--- config.mk ---
export PLATFORM = sky130hd
export DESIGN_NAME = debug_cmd_bridge
export DESIGN_NICKNAME = d
export VERILOG_FILES = /design/src/rtl/debug_cmd_bridge.sv
export SDC_FILE = /design/constraint.sdc
export NUM_CORES = 1
export LEC_CHECK = 0
export CAP_MARGIN = 20
export CORE_AREA = 3 3 133 109
export CTS_BUF_LIST = sky130_fd_sc_hd__clkbuf_4
export CTS_CLUSTER_DIAMETER = 60
export DETAILED_ROUTE_END_ITERATION = 10
export DIE_AREA = 0 0 136 112
export GPL_TIMING_DRIVEN = 0
export PLACE_DENSITY = 0.76
export SLEW_MARGIN = 5
export SYNTH_ARGS = -nofsm -noshare
export SYNTH_HDL_FRONTEND = slang
export SYNTH_SLANG_ARGS = --single-unit
--- constraint.sdc ---
create_clock -name clk -period 2.1 [get_ports clk]
set_clock_uncertainty 0.1 [all_clocks]
set_input_delay 0.21 -clock clk [delete_from_list [all_inputs] [get_ports clk]]
set_output_delay 0.21 -clock clk [all_outputs]
set_load 0.1 [all_outputs]
--- src/rtl/debug_cmd_bridge.sv ---
// Debug command bridge: receives opcode/address/data bytes on an inbound byte
// stream, performs one access on the debug bus (or a step/run/halt/status
// action), and returns a response on an outbound byte stream. Only one command
// is in flight at a time.
module debug_cmd_bridge #(
    parameter int RD_LATENCY     = 1,
    parameter int TIMEOUT_CYCLES = 65535
) (
    input  logic        clk,
    input  logic        reset_n,
    input  logic        rx_valid,
    input  logic [7:0]  rx_data,
    output logic        rx_ready,
    output logic        tx_valid,
    output logic [7:0]  tx_data,
    input  logic        tx_ready,
    output logic        dbg_enable,
    output logic        dbg_rd_wr,
    output logic [31:0] dbg_address,
    output logic [31:0] dbg_wdata,
    input  logic [31:0] dbg_rdata,
    input  logic        dbg_halt,
    output logic        dbg_step,
    output logic        dbg_run,
    output logic        busy,
    output logic        err
);

    typedef enum logic [2:0] {IDLE, ADDR, DATA, EXEC, WAIT_RD, RESP} state_t;

    localparam logic [7:0]  OP_WRITE  = 8'h01;
    localparam logic [7:0]  OP_READ   = 8'h02;
    localparam logic [7:0]  OP_STEP   = 8'h03;
    localparam logic [7:0]  OP_RUN    = 8'h04;
    localparam logic [7:0]  OP_HALT   = 8'h05;
    localparam logic [7:0]  OP_STATUS = 8'h06;
    localparam logic [7:0]  RSP_OK    = 8'hA5;
    localparam logic [7:0]  RSP_BAD   = 8'hEE;
    // Last count values: the counters run 0..N-1 so they fit the parameter ranges.
    localparam logic [15:0] TIMEOUT_LAST = 16'(TIMEOUT_CYCLES - 1);
    localparam logic [2:0]  LAT_LAST     = 3'(RD_LATENCY - 1);

    state_t      state_reg, state_next;
    logic [7:0]  opcode_reg, opcode_next;
    logic [1:0]  byte_cnt_reg, byte_cnt_next;
    logic [15:0] timeout_cnt_reg, timeout_cnt_next;
    logic [2:0]  lat_cnt_reg, lat_cnt_next;
    logic [31:0] address_reg, address_next;
    logic [31:0] wdata_reg, wdata_next;
    logic [31:0] resp_reg, resp_next;        // response bytes, next byte in [31:24]
    logic [2:0]  resp_left_reg, resp_left_next;
    logic        run_reg, run_next;
    logic        err_reg, err_next;
    logic        rx_fire;
    logic        tx_fire;

    // Stream handshakes; rx_ready is held low while reset is asserted.
    assign rx_ready = reset_n && (state_reg == IDLE || state_reg == ADDR || state_reg == DATA);
    assign tx_valid = (state_reg == RESP);
    assign tx_data  = resp_reg[31:24];
    assign rx_fire  = rx_valid && rx_ready;
    assign tx_fire  = tx_valid && tx_ready;

    assign busy        = (state_reg != IDLE);
    assign dbg_address = address_reg;
    assign dbg_wdata   = wdata_reg;
    assign dbg_run     = run_reg;
    assign err         = err_reg;

    // State register.
    always_ff @(posedge clk or negedge reset_n) begin
        if (!reset_n) begin
            state_reg <= IDLE;
        end else begin
            state_reg <= state_next;
        end
    end

    // Datapath registers: counters, shifted address/data, response buffer, run level.
    always_ff @(posedge clk or negedge reset_n) begin
        if (!reset_n) begin
            opcode_reg      <= 8'h00;
            byte_cnt_reg    <= 2'd0;
            timeout_cnt_reg <= 16'd0;
            lat_cnt_reg     <= 3'd0;
            address_reg     <= 32'h0;
            wdata_reg       <= 32'h0;
            resp_reg        <= 32'h0;
            resp_left_reg   <= 3'd0;
            run_reg         <= 1'b0;
            err_reg         <= 1'b0;
        end else begin
            opcode_reg      <= opcode_next;
            byte_cnt_reg    <= byte_cnt_next;
            timeout_cnt_reg <= timeout_cnt_next;
            lat_cnt_reg     <= lat_cnt_next;
            address_reg     <= address_next;
            wdata_reg       <= wdata_next;
            resp_reg        <= resp_next;
            resp_left_reg   <= resp_left_next;
            run_reg         <= run_next;
            err_reg         <= err_next;
        end
    end

    // Next-state, next-register values and the single-cycle bus/step strobes.
    always_comb begin
        state_next       = state_reg;
        opcode_next      = opcode_reg;
        byte_cnt_next    = byte_cnt_reg;
        timeout_cnt_next = timeout_cnt_reg;
        lat_cnt_next     = lat_cnt_reg;
        address_next     = address_reg;
        wdata_next       = wdata_reg;
        resp_next        = resp_reg;
        resp_left_next   = resp_left_reg;
        run_next         = run_reg;
        err_next         = 1'b0;
        dbg_enable       = 1'b0;
        dbg_rd_wr        = 1'b0;
        dbg_step         = 1'b0;

        case (state_reg)
            IDLE: begin
                byte_cnt_next    = 2'd0;
                timeout_cnt_next = 16'd0;
                if (rx_fire) begin
                    opcode_next = rx_data;
                    if (rx_data == OP_WRITE || rx_data == OP_READ) begin
                        state_next = ADDR;
                    end else if (rx_data >= OP_STEP && rx_data <= OP_STATUS) begin
                        state_next = EXEC;
                    end else begin
                        resp_next      = {RSP_BAD, 24'h0};
                        resp_left_next = 3'd1;
                        err_next       = 1'b1;
                        state_next     = RESP;
                    end
                end
            end
            ADDR: begin
                if (rx_fire) begin
                    address_next     = {address_reg[23:0], rx_data};
                    byte_cnt_next    = byte_cnt_reg + 2'd1;
                    timeout_cnt_next = 16'd0;
                    if (byte_cnt_reg == 2'd3) begin
                        state_next = (opcode_reg == OP_WRITE) ? DATA : EXEC;
                    end
                end else if (timeout_cnt_reg == TIMEOUT_LAST) begin
                    err_next         = 1'b1;
                    timeout_cnt_next = 16'd0;
                    state_next       = IDLE;
                end else begin
                    timeout_cnt_next = timeout_cnt_reg + 16'd1;
                end
            end
            DATA: begin
                if (rx_fire) begin
                    wdata_next       = {wdata_reg[23:0], rx_data};
                    byte_cnt_next    = byte_cnt_reg + 2'd1;
                    timeout_cnt_next = 16'd0;
                    if (byte_cnt_reg == 2'd3) begin
                        state_next = EXEC;
                    end
                end else if (timeout_cnt_reg == TIMEOUT_LAST) begin
                    err_next         = 1'b1;
                    timeout_cnt_next = 16'd0;
                    state_next       = IDLE;
                end else begin
                    timeout_cnt_next = timeout_cnt_reg + 16'd1;
                end
            end
            EXEC: begin
                resp_next      = {RSP_OK, 24'h0};
                resp_left_next = 3'd1;
                state_next     = RESP;
                case (opcode_reg)
                    OP_WRITE: begin
                        dbg_enable = 1'b1;
                        dbg_rd_wr  = 1'b1;
                    end
                    OP_READ: begin
                        dbg_enable   = 1'b1;
                        lat_cnt_next = 3'd0;
                        state_next   = WAIT_RD;
                    end
                    OP_STEP:   dbg_step = 1'b1;
                    OP_RUN:    run_next = 1'b1;
                    OP_HALT:   run_next = 1'b0;
                    OP_STATUS: resp_next = {6'b0, run_reg, dbg_halt, 24'h0};
                    default:   state_next = IDLE;
                endcase
            end
            WAIT_RD: begin
                if (lat_cnt_reg == LAT_LAST) begin
                    resp_next      = dbg_rdata;
                    resp_left_next = 3'd4;
                    lat_cnt_next   = 3'd0;
                    state_next     = RESP;
                end else begin
                    lat_cnt_next = lat_cnt_reg + 3'd1;
                end
            end
            RESP: begin
                if (tx_fire) begin
                    resp_next      = {resp_reg[23:0], 8'h00};
                    resp_left_next = resp_left_reg - 3'd1;
                    if (resp_left_reg == 3'd1) begin
                        state_next = IDLE;
                    end
                end
            end
            default: state_next = IDLE;
        endcase
    end

endmodule

# Word-level counts from Yosys, hierarchy flattened
# Index checks and enable logic that the tools add are counted.
# Widths: inputs -> output; s select.
dict set report word_totals {
  register_bits 133
  wordCells 116
  in_bits 45
  out_inout_bits 80
}
dict set report op_classes {
  reduce_logical 25
  addsub 4
  magnitude_cmp 2
  eq_ne 26
  n_mux 48
}
# operator count
set ops {}
lappend ops {{$mux 32} 6}
lappend ops {{$pmux 32 s4} 1}
lappend ops {{$mux 3} 18}
lappend ops {{$mux 16} 2}
lappend ops {{$pmux 16 s2} 1}
lappend ops {{$eq 8x2->1 const B} 3}
lappend ops {{$eq 8x3->1 const B} 3}
lappend ops {{$pmux 3 s6} 1}
lappend ops {{$add 16x1->16 const B} 1}
lappend ops {{$eq 16x16->1 const B} 1}
lappend ops {{$eq 8x1->1 const B} 2}
lappend ops {{$mux 1} 12}
lappend ops {{$pmux 3 s2} 2}
lappend ops {{$pmux 3 s4} 1}
lappend ops {{$reduce_and 2->1} 6}
lappend ops {{$reduce_and 6->1} 2}
lappend ops {{$ge 8x2->1 const B} 1}
lappend ops {{$le 8x3->1 const B} 1}
lappend ops {{$ne 2x1->1 const B} 4}
lappend ops {{$ne 2x2->1 const B} 4}
lappend ops {{$eq 3x1->1 const B} 2}
lappend ops {{$eq 3x2->1 const B} 2}
lappend ops {{$eq 3x3->1 const B} 2}
lappend ops {{$logic_not 3->1} 2}
lappend ops {{other kinds (15)} 25}

# Depth between registers and ports, before layout
dict set report depth {
  word_depth 7
  depth_mapped 8
  depth_no_buf 7
}

# Least setup slack after synthesis
# OpenSTA, ideal clock, no wires.
dict set report synth_timing {
  path_type {register to output}
  startpoint {reg opcode_reg[5]}
  endpoint {out dbg_enable}
  path_buffers 0
  stages_incl_launch_ff 4
  t_arrival_ns 3.425
  t_required_ns 1.790
  slack_ns -1.635
  cell_sequence {dfrtp_1 -> or4_4 -> or3_4 -> nor3_1}
}
dict set report synth_via {
  elab_chain_len 4
  word_cells_on_any_way 5
  cone_classes {eq/ne (2); mux (2); reduce/logical (1)}
}
# element line_no
set synth_lines {}
lappend synth_lines {{start, declared} 44} ;# logic [7:0] opcode_reg, opcode_next;
lappend synth_lines {{start signal, assigned} 93} ;# opcode_reg <= opcode_next;
lappend synth_lines {{$eq 8x1->1 or $eq 8x2->1 (tied branches)} 177} ;# case (opcode_reg)
lappend synth_lines {{$reduce_or 2->1 (no line) (*)} -}
lappend synth_lines {{$mux 1 (*)} 177}
lappend synth_lines {{$mux 1 (*)} 123} ;# case (state_reg)
lappend synth_lines {{end, declared} 17} ;# output logic dbg_enable,
# Every way passes the cells marked *; elsewhere a longest branch is shown, timed or not.

# Worst setup path in the final report
dict set report layout_timing {
  startpoint {reg opcode_reg[6]}
  endpoint {out dbg_enable}
}
# Same word-level chain as after synthesis.

==> impl_metrics.json <==
{
  "port_buffers": 124,
  "ys_types": 67,
  "fmax_ghz": 0.3830,
  "start_util_pct": 47.15,
  "clk_path_buf_depth": 2,
  "cts_sinks": 133,
  "maxCapViolCount": 0,
  "ys_ff_latch": 133,
  "synth_top_family_by_area": "multiplexers",
  "placed_area_mm2": 0.007838,
  "layout_setup_ws_ps": -511.1,
  "hold_class": "in -> async",
  "ys.flop_type": "dfrtp_1",
  "final_cell_mix": "130 x dfrtp_1, 75 x mux2_2, 59 x clkdlybuf4s15_2, 43 x clkdlybuf4s50_1, 38 x nand2_1",
  "dr.first_iter.drc_count": 337,
  "ant_nets": 0,
  "synth-simple-area-share_pct": 13.18,
  "crit_arrival_ps": 2300,
  "fillers": 997,
  "grt_max_degree": 98,
  "yosysSeqAreaShare_pct": 52.64,
  "fin_nets": 782,
  "period_share_pct": 124.3,
  "synth_area_mm2": 0.006322,
  "path_max_fanout": 4,
  "netlist.area_leader.share_pct": 52.64,
  "cp-end-kind": "output pin",
  "synth_nets": 606,
  "die_area_mm2": 0.01523,
  "rows": 38,
  "drt-vias-per-instance": 5.510,
  "synth_xor_area_share_pct": 1.247,
  "setup_violations": 36,
  "required_ps": 1790,
  "syn_avg_cell_area_um2": 11.41,
  "die_x_um": 136,
  "synth.largest_area_cell": "dfrtp_1",
  "slew_headroom_pct": 33.97,
  "synthArstFlopShare_pct": 100.0,
  "postSynthCellCount": 554,
  "vias": 5080,
  "globalplace.congestion": 0.8569,
  "area_growth_pct": 40.21,
  "fin_util_pct": 66.12,
  "antenna_found_initial": 0,
  "drt-pass1-iter-count": 5,
  "cts-root-buf": "clkbuf_4",
  "grt_pass1_wl_um": 25790,
  "failed_checks": "negative hold slack, negative setup slack",
  "outcome": "finished, violations left",
  "drv_slew": 0,
  "htreeDepth": 4,
  "final_common_cell": "dfrtp_1",
  "io_pins": 125,
  "gr-total-overflow": 0,
  "clock_latency_ps": 560,
  "dpl.hpwl_um": 10890,
  "cts_buffers": 17,
  "hold_viol_final": 94,
  "synth_edf_count": 0,
  "synth_compound_area_share_pct": 10.21,
  "synth_fa_ha_area_share_pct": 1.544,
  "rsz0062_at_grt": "yes",
  "tightestPinTransition_ps": 989.5,
  "period_minus_slack_ps": 2611,
  "stdcell_area_mm2": 0.008865,
  "wl_per_cell_um": 18.52,
  "path_clk_slew_ps": 130,
  "core_mm2": 0.01341,
  "whs_ps": -180.6,
  "ys_warn_count": 0,
  "die-height_um": 112,
  "grt_use_total_pct": 21.48,
  "grt_pass1_vias": 5111,
  "multi_input_area_mm2": 0.003069,
  "layout-drive-gt1-share_pct": 45.15,
  "worstSetupStartpointType": "flop",
  "crit_type": "reg -> out",
  "antennaDiodeCount": 0,
  "seq_area_mm2": 0.003332,
  "cts_hold_buf": 6,
  "wirelength_um": 17080,
  "drc": 0,
  "muxShareOfSynthArea_pct": 16.54,
  "yosys-top-cells-area": "dfrtp_1 53%, mux2_2 13%, nand2_1 3.9%",
  "cts_tree": "built"
}
## worst max-delay path, stage by stage, from the launching register on
cell,delay [ps]
dfrtp_1,400
or4_4,580
or3_4,410
nor3_4,160
buf_12,200
## synthesized netlist by cell type, drive strengths merged (3+ instances only)
cell / instances
dfrtp: 133
ha: 7
nor3: 7
nor2b: 3
xor2: 5
and3: 4
inv: 14
nor2: 22
buf: 29
nand3: 13
a31oi: 7
nand2: 67
nor4: 3
a21o: 4
and4: 4
xnor2: 4
clkbuf: 9
mux2i: 19
or3: 6
nand4: 3
mux2: 76
nand2b: 7
nand3b: 3
o21ai: 49
a21oi: 23
## area by class of cell
cell class / instances / area share [%]
multi-input cells: 371 / 34.62
flip-flops and latches: 133 / 37.59
clock buffers: 19 / 1.609
clock inverters: 12 / 0.7339
repair buffers: 156 / 19.10
well taps: 180 / 2.541
inverters: 14 / 0.6210
plain buffers: 37 / 3.190
## stage by stage
stage | setup WS (ps) | setup TNS [ps] | cells | hold WS [ps]
CTS | -525.7 | -1453 | 907 | -145.8
global route | -599.7 | -5748 | 922 | -165.5
detailed placement | -849.5 | -44810 | 859 | 49.63
floorplan | -266.8 | -266.8 | 554 | -185.6
finish | -511.1 | -3935 | 922 | -180.6
global placement | -5157 | -1233650 | 858 | 362.7
## final timing paths
kind	start	end	slack (ps)	cells after the start
max	opcode_reg[6]$_DFFE_PN0P_	dbg_enable	-510	4
min	reset_n	resp_reg[4]$_DFFE_PN0P_	-180	5
max reg2reg	lat_cnt_reg[1]$_DFFE_PN0P_	resp_reg[16]$_DFFE_PN0P_	-130	8
min reg2reg	timeout_cnt_reg[15]$_DFFE_PN0P_	timeout_cnt_reg[15]$_DFFE_PN0P_	400	1
max in group asynchronous	reset_n	timeout_cnt_reg[14]$_DFFE_PN0P_	1180	7
min in group clk	dbg_rdata[6]	resp_reg[6]$_DFFE_PN0P_	70	3
## metal layers
metal | routed length [µm] | global-route usage [%] | vias up
met1 | 7000 | 27.93 | 2552
met2 | 8416 | 33.36 | 190
met3 | 1451 | 9.621 | 23
li1 | - | - | 2315
met4 | 210 | 4.701 | 0
met5 | 0 | 0 | -
## kinds of logic after synthesis
| group | count (synthesis) |
|---|---|
| simple gates | 152 |
| flops | 133 |
| compound gates | 105 |
| mux | 95 |
| buf+inv | 52 |
| xor+xnor | 9 |
| fa+ha+maj | 8 |
## what timing repair did
item,4_1_cts,5_1_grt
pin swaps,4,42
resized for setup,282,125
endpoints found under the setup margin,114,92
gates cloned,1,5
setup buffers,10,13
endpoints found under the hold margin,133,94
Power of run 1 is left out: the tool's default activity adds up to more than one toggle a clock period on the data nets, which glitch-free logic cannot reach.
==> edit, RTL diff (config.mk and constraints unchanged) <==
Take the reset off `wdata_reg` and load it in a clocked block of its own.
--- a/src/rtl/debug_cmd_bridge.sv
+++ b/src/rtl/debug_cmd_bridge.sv
@@ -86,3 +86,2 @@
             address_reg     <= 32'h0;
-            wdata_reg       <= 32'h0;
             resp_reg        <= 32'h0;
@@ -97,3 +96,2 @@
             address_reg     <= address_next;
-            wdata_reg       <= wdata_next;
             resp_reg        <= resp_next;
@@ -103,2 +101,6 @@
         end
+    end
+
+    always_ff @(posedge clk) begin
+        wdata_reg <= wdata_next;
     end
Function: changed (Yosys sat finds a counterexample within 10 cycles, from zero or initial values and one cycle with reset_n low; the reset may be asserted at any time).
==> edit against the original RTL <==
The flow finishes with violations (negative setup slack); utilization fell by 4.3 points; wire length fell by 9.2%; global-route usage fell by 0.82 points; worst setup slack improved by 0.20 ns; hold slack improved by 0.30 ns; critical path type unchanged; maximum frequency rose by 8.5%; area after synthesis fell by 5.8%; design area fell by 6.5%; sequential cell count did not move; critical endpoint is now dbg_rd_wr; highest routed layer unchanged; cell count fell by 4.4%.
==> edit: results (changes against the original RTL) <==
** Worst setup path
- Worst path max stage delay :: 0.44 ns (was 0.58 ns)
- Biggest fanout along the worst timing path :: 3 (was 4)
- Endpoint of the lowest-slack register-to-register path :: state_reg[0] (was resp_reg[16])
- Signal arrival time at the worst endpoint :: 2.10 ns (was 2.30 ns)
- The reg-to-reg setup timing slack came to 0 ns (was -0.13 ns).
- Cell with the largest stage delay on the worst path :: sky130_fd_sc_hd__dfrtp_1 (was sky130_fd_sc_hd__or4_4)

** Detailed routing
- Sum of routed wire segments on met1 :: 6690 um (was 7000 um)
- Detailed route wirelength on metal3 :: 872 um (was 1450 um)
- First-iteration detailed-routing DRC count :: 357 (was 337)
- The average vias per placed instance came to 5.42 (was 5.51).
- The detailed-route wire length is 15500 um (was 17100 um).
- The routed length on met2 was 7660 um (was 8420 um).

** Synth
- EDFF count, synth :: 32 (was 0)
- Leading cell types by total area after synthesis: sky130_fd_sc_hd__dfrtp_1 (42%), sky130_fd_sc_hd__edfxtp_1 (16%), sky130_fd_sc_hd__mux2_2 (7.4%) (was sky130_fd_sc_hd__dfrtp_1 (53%), sky130_fd_sc_hd__mux2_2 (13%), sky130_fd_sc_hd__nand2_1 (3.9%)).
- The post-synthesis async set-or-reset flop share is 75.9% (was 100%).
- Commonest cells in the synthesized netlist :: sky130_fd_sc_hd__dfrtp_1 (101), sky130_fd_sc_hd__nand2_1 (64), sky130_fd_sc_hd__o21ai_0 (47) (was sky130_fd_sc_hd__dfrtp_1 (133), sky130_fd_sc_hd__mux2_2 (75), sky130_fd_sc_hd__nand2_1 (66))
- The synthesized net count came to 565 (was 606).

** Outcome
- Failing checks :: negative setup slack (was negative hold slack, negative setup slack)
- Run status :: complete, but fails checks (unchanged)

** Timing
- Crit path setup slack, layout :: -0.307 ns (was -0.511 ns)
- The final setup violation count was 3 (was 36).
- The headroom to the max-slew limit was 37.0% (was 34.0%).

** Layout
- Layout cells sized above 1 :: 34.0% (was 45.1%)
- Final cell count without fillers :: 881 (was 922)

** Global routing
- First-pass GRT wire length :: 24700 um (was 25800 um)
- Total GRT Usage :: 20.7% (was 21.5%)

** Hold path
- The class of the tightest hold or removal check was in2reg (was in2async).

** Placement
- Post-DP HPWL :: 10400 um (was 10900 um)
[edit: cell count changes in the layout (fill, tap and decap cells not counted), sizes merged, moves of 4 or more]
| cell | delta |
|---|---|
| clkbuf | +12 |
| edfxtp | +32 |
| or3 | -4 |
| a21oi | -7 |
| mux2 | -36 |
| clkdlybuf4s15 | -16 |
| a22o | +5 |
| dfrtp | -32 |
[edit: worst max path at each step]
stage | depth (start not counted) | slack, ns | from | endpoint
floorplan | 3 | -0.26 | opcode_reg[3] | dbg_rd_wr
global placement | 7 | -4.71 | reset_n | dbg_address[17]
detailed placement | 6 | -0.92 | reset_n | dbg_wdata[30]
CTS | 6 | -0.36 | state_reg[2] | dbg_rd_wr
global route | 5 | -0.44 | opcode_reg[3] | dbg_rd_wr
finish | 5 | -0.31 | opcode_reg[3] | dbg_rd_wr
[edit: kinds of logic (layout without fill, tap and decap cells)]
group           count (synthesis)  in the layout  share of synthesized area [%]
flops                         133            133                           58.6
mux                            57             57                           10.4
xor+xnor                        6              6                          0.883
fa+ha+maj                       9              9                           1.81
simple gates                  137            138                           10.9
compound gates                118            118                           13.0
buf+inv                        53            240                           4.33
[edit: area by class of cell]
class / instances / area, um^2
plain buffers: 35 / 256
fillers: 1049 / 5120
repair buffers: 159 / 1600
multi-input cells: 328 / 2400
clock inverters: 12 / 114
inverters: 14 / 56.3
well taps: 180 / 225
flip-flops and latches: 133 / 3490
clock buffers: 20 / 150
[edit: metrics by stage]
stage	setup slack [ns]	setup TNS, ns	utilization [%]
5_1_grt	-0.436	-1.39	61.8
3_3_place_gp	-4.71	-866.59	55.9
2_1_floorplan	-0.258	-1.72	-
4_1_cts	-0.360	-0.903	61.1
6_report	-0.307	-0.845	61.8
3_5_place_dp	-0.916	-90.53	56.1
[edit: what timing repair did]
item | CTS | global route
cloned | 1 | 0
endpoints found under the hold margin | 101 | 0
buffers inserted | 10 | 16
pin swaps | 10 | 12
resized for setup | 243 | 82
setup endpoints to repair | 194 | 126
hold buffers | 8 | 0
[edit: per-layer routing]
metal,GRT usage [%],up-vias
li1,-,2198
met1,28.2,2359
met2,32.7,181
met3,4.11,35
met4,7.86,0
met5,0,-
[edit: worst register-to-register path: cells and delay by family (launching register included)]
kind	cells	cell delay [ns]
flops	1	0.40
simple gates	2	0.85
compound gates	3	0.65
[edit: power by group through the flow]
stage	clock network (W)	logic (W)	registers (W)
6_report	0.00167	0.00713	0.00377
5_1_grt	0.00181	0.00756	0.00386
4_1_cts	0.00168	0.00681	0.00375
3_5_place_dp	0	0.00660	0.00380
3_3_place_gp	0	0.00644	0.00375
2_1_floorplan	0	0.00337	0.00541
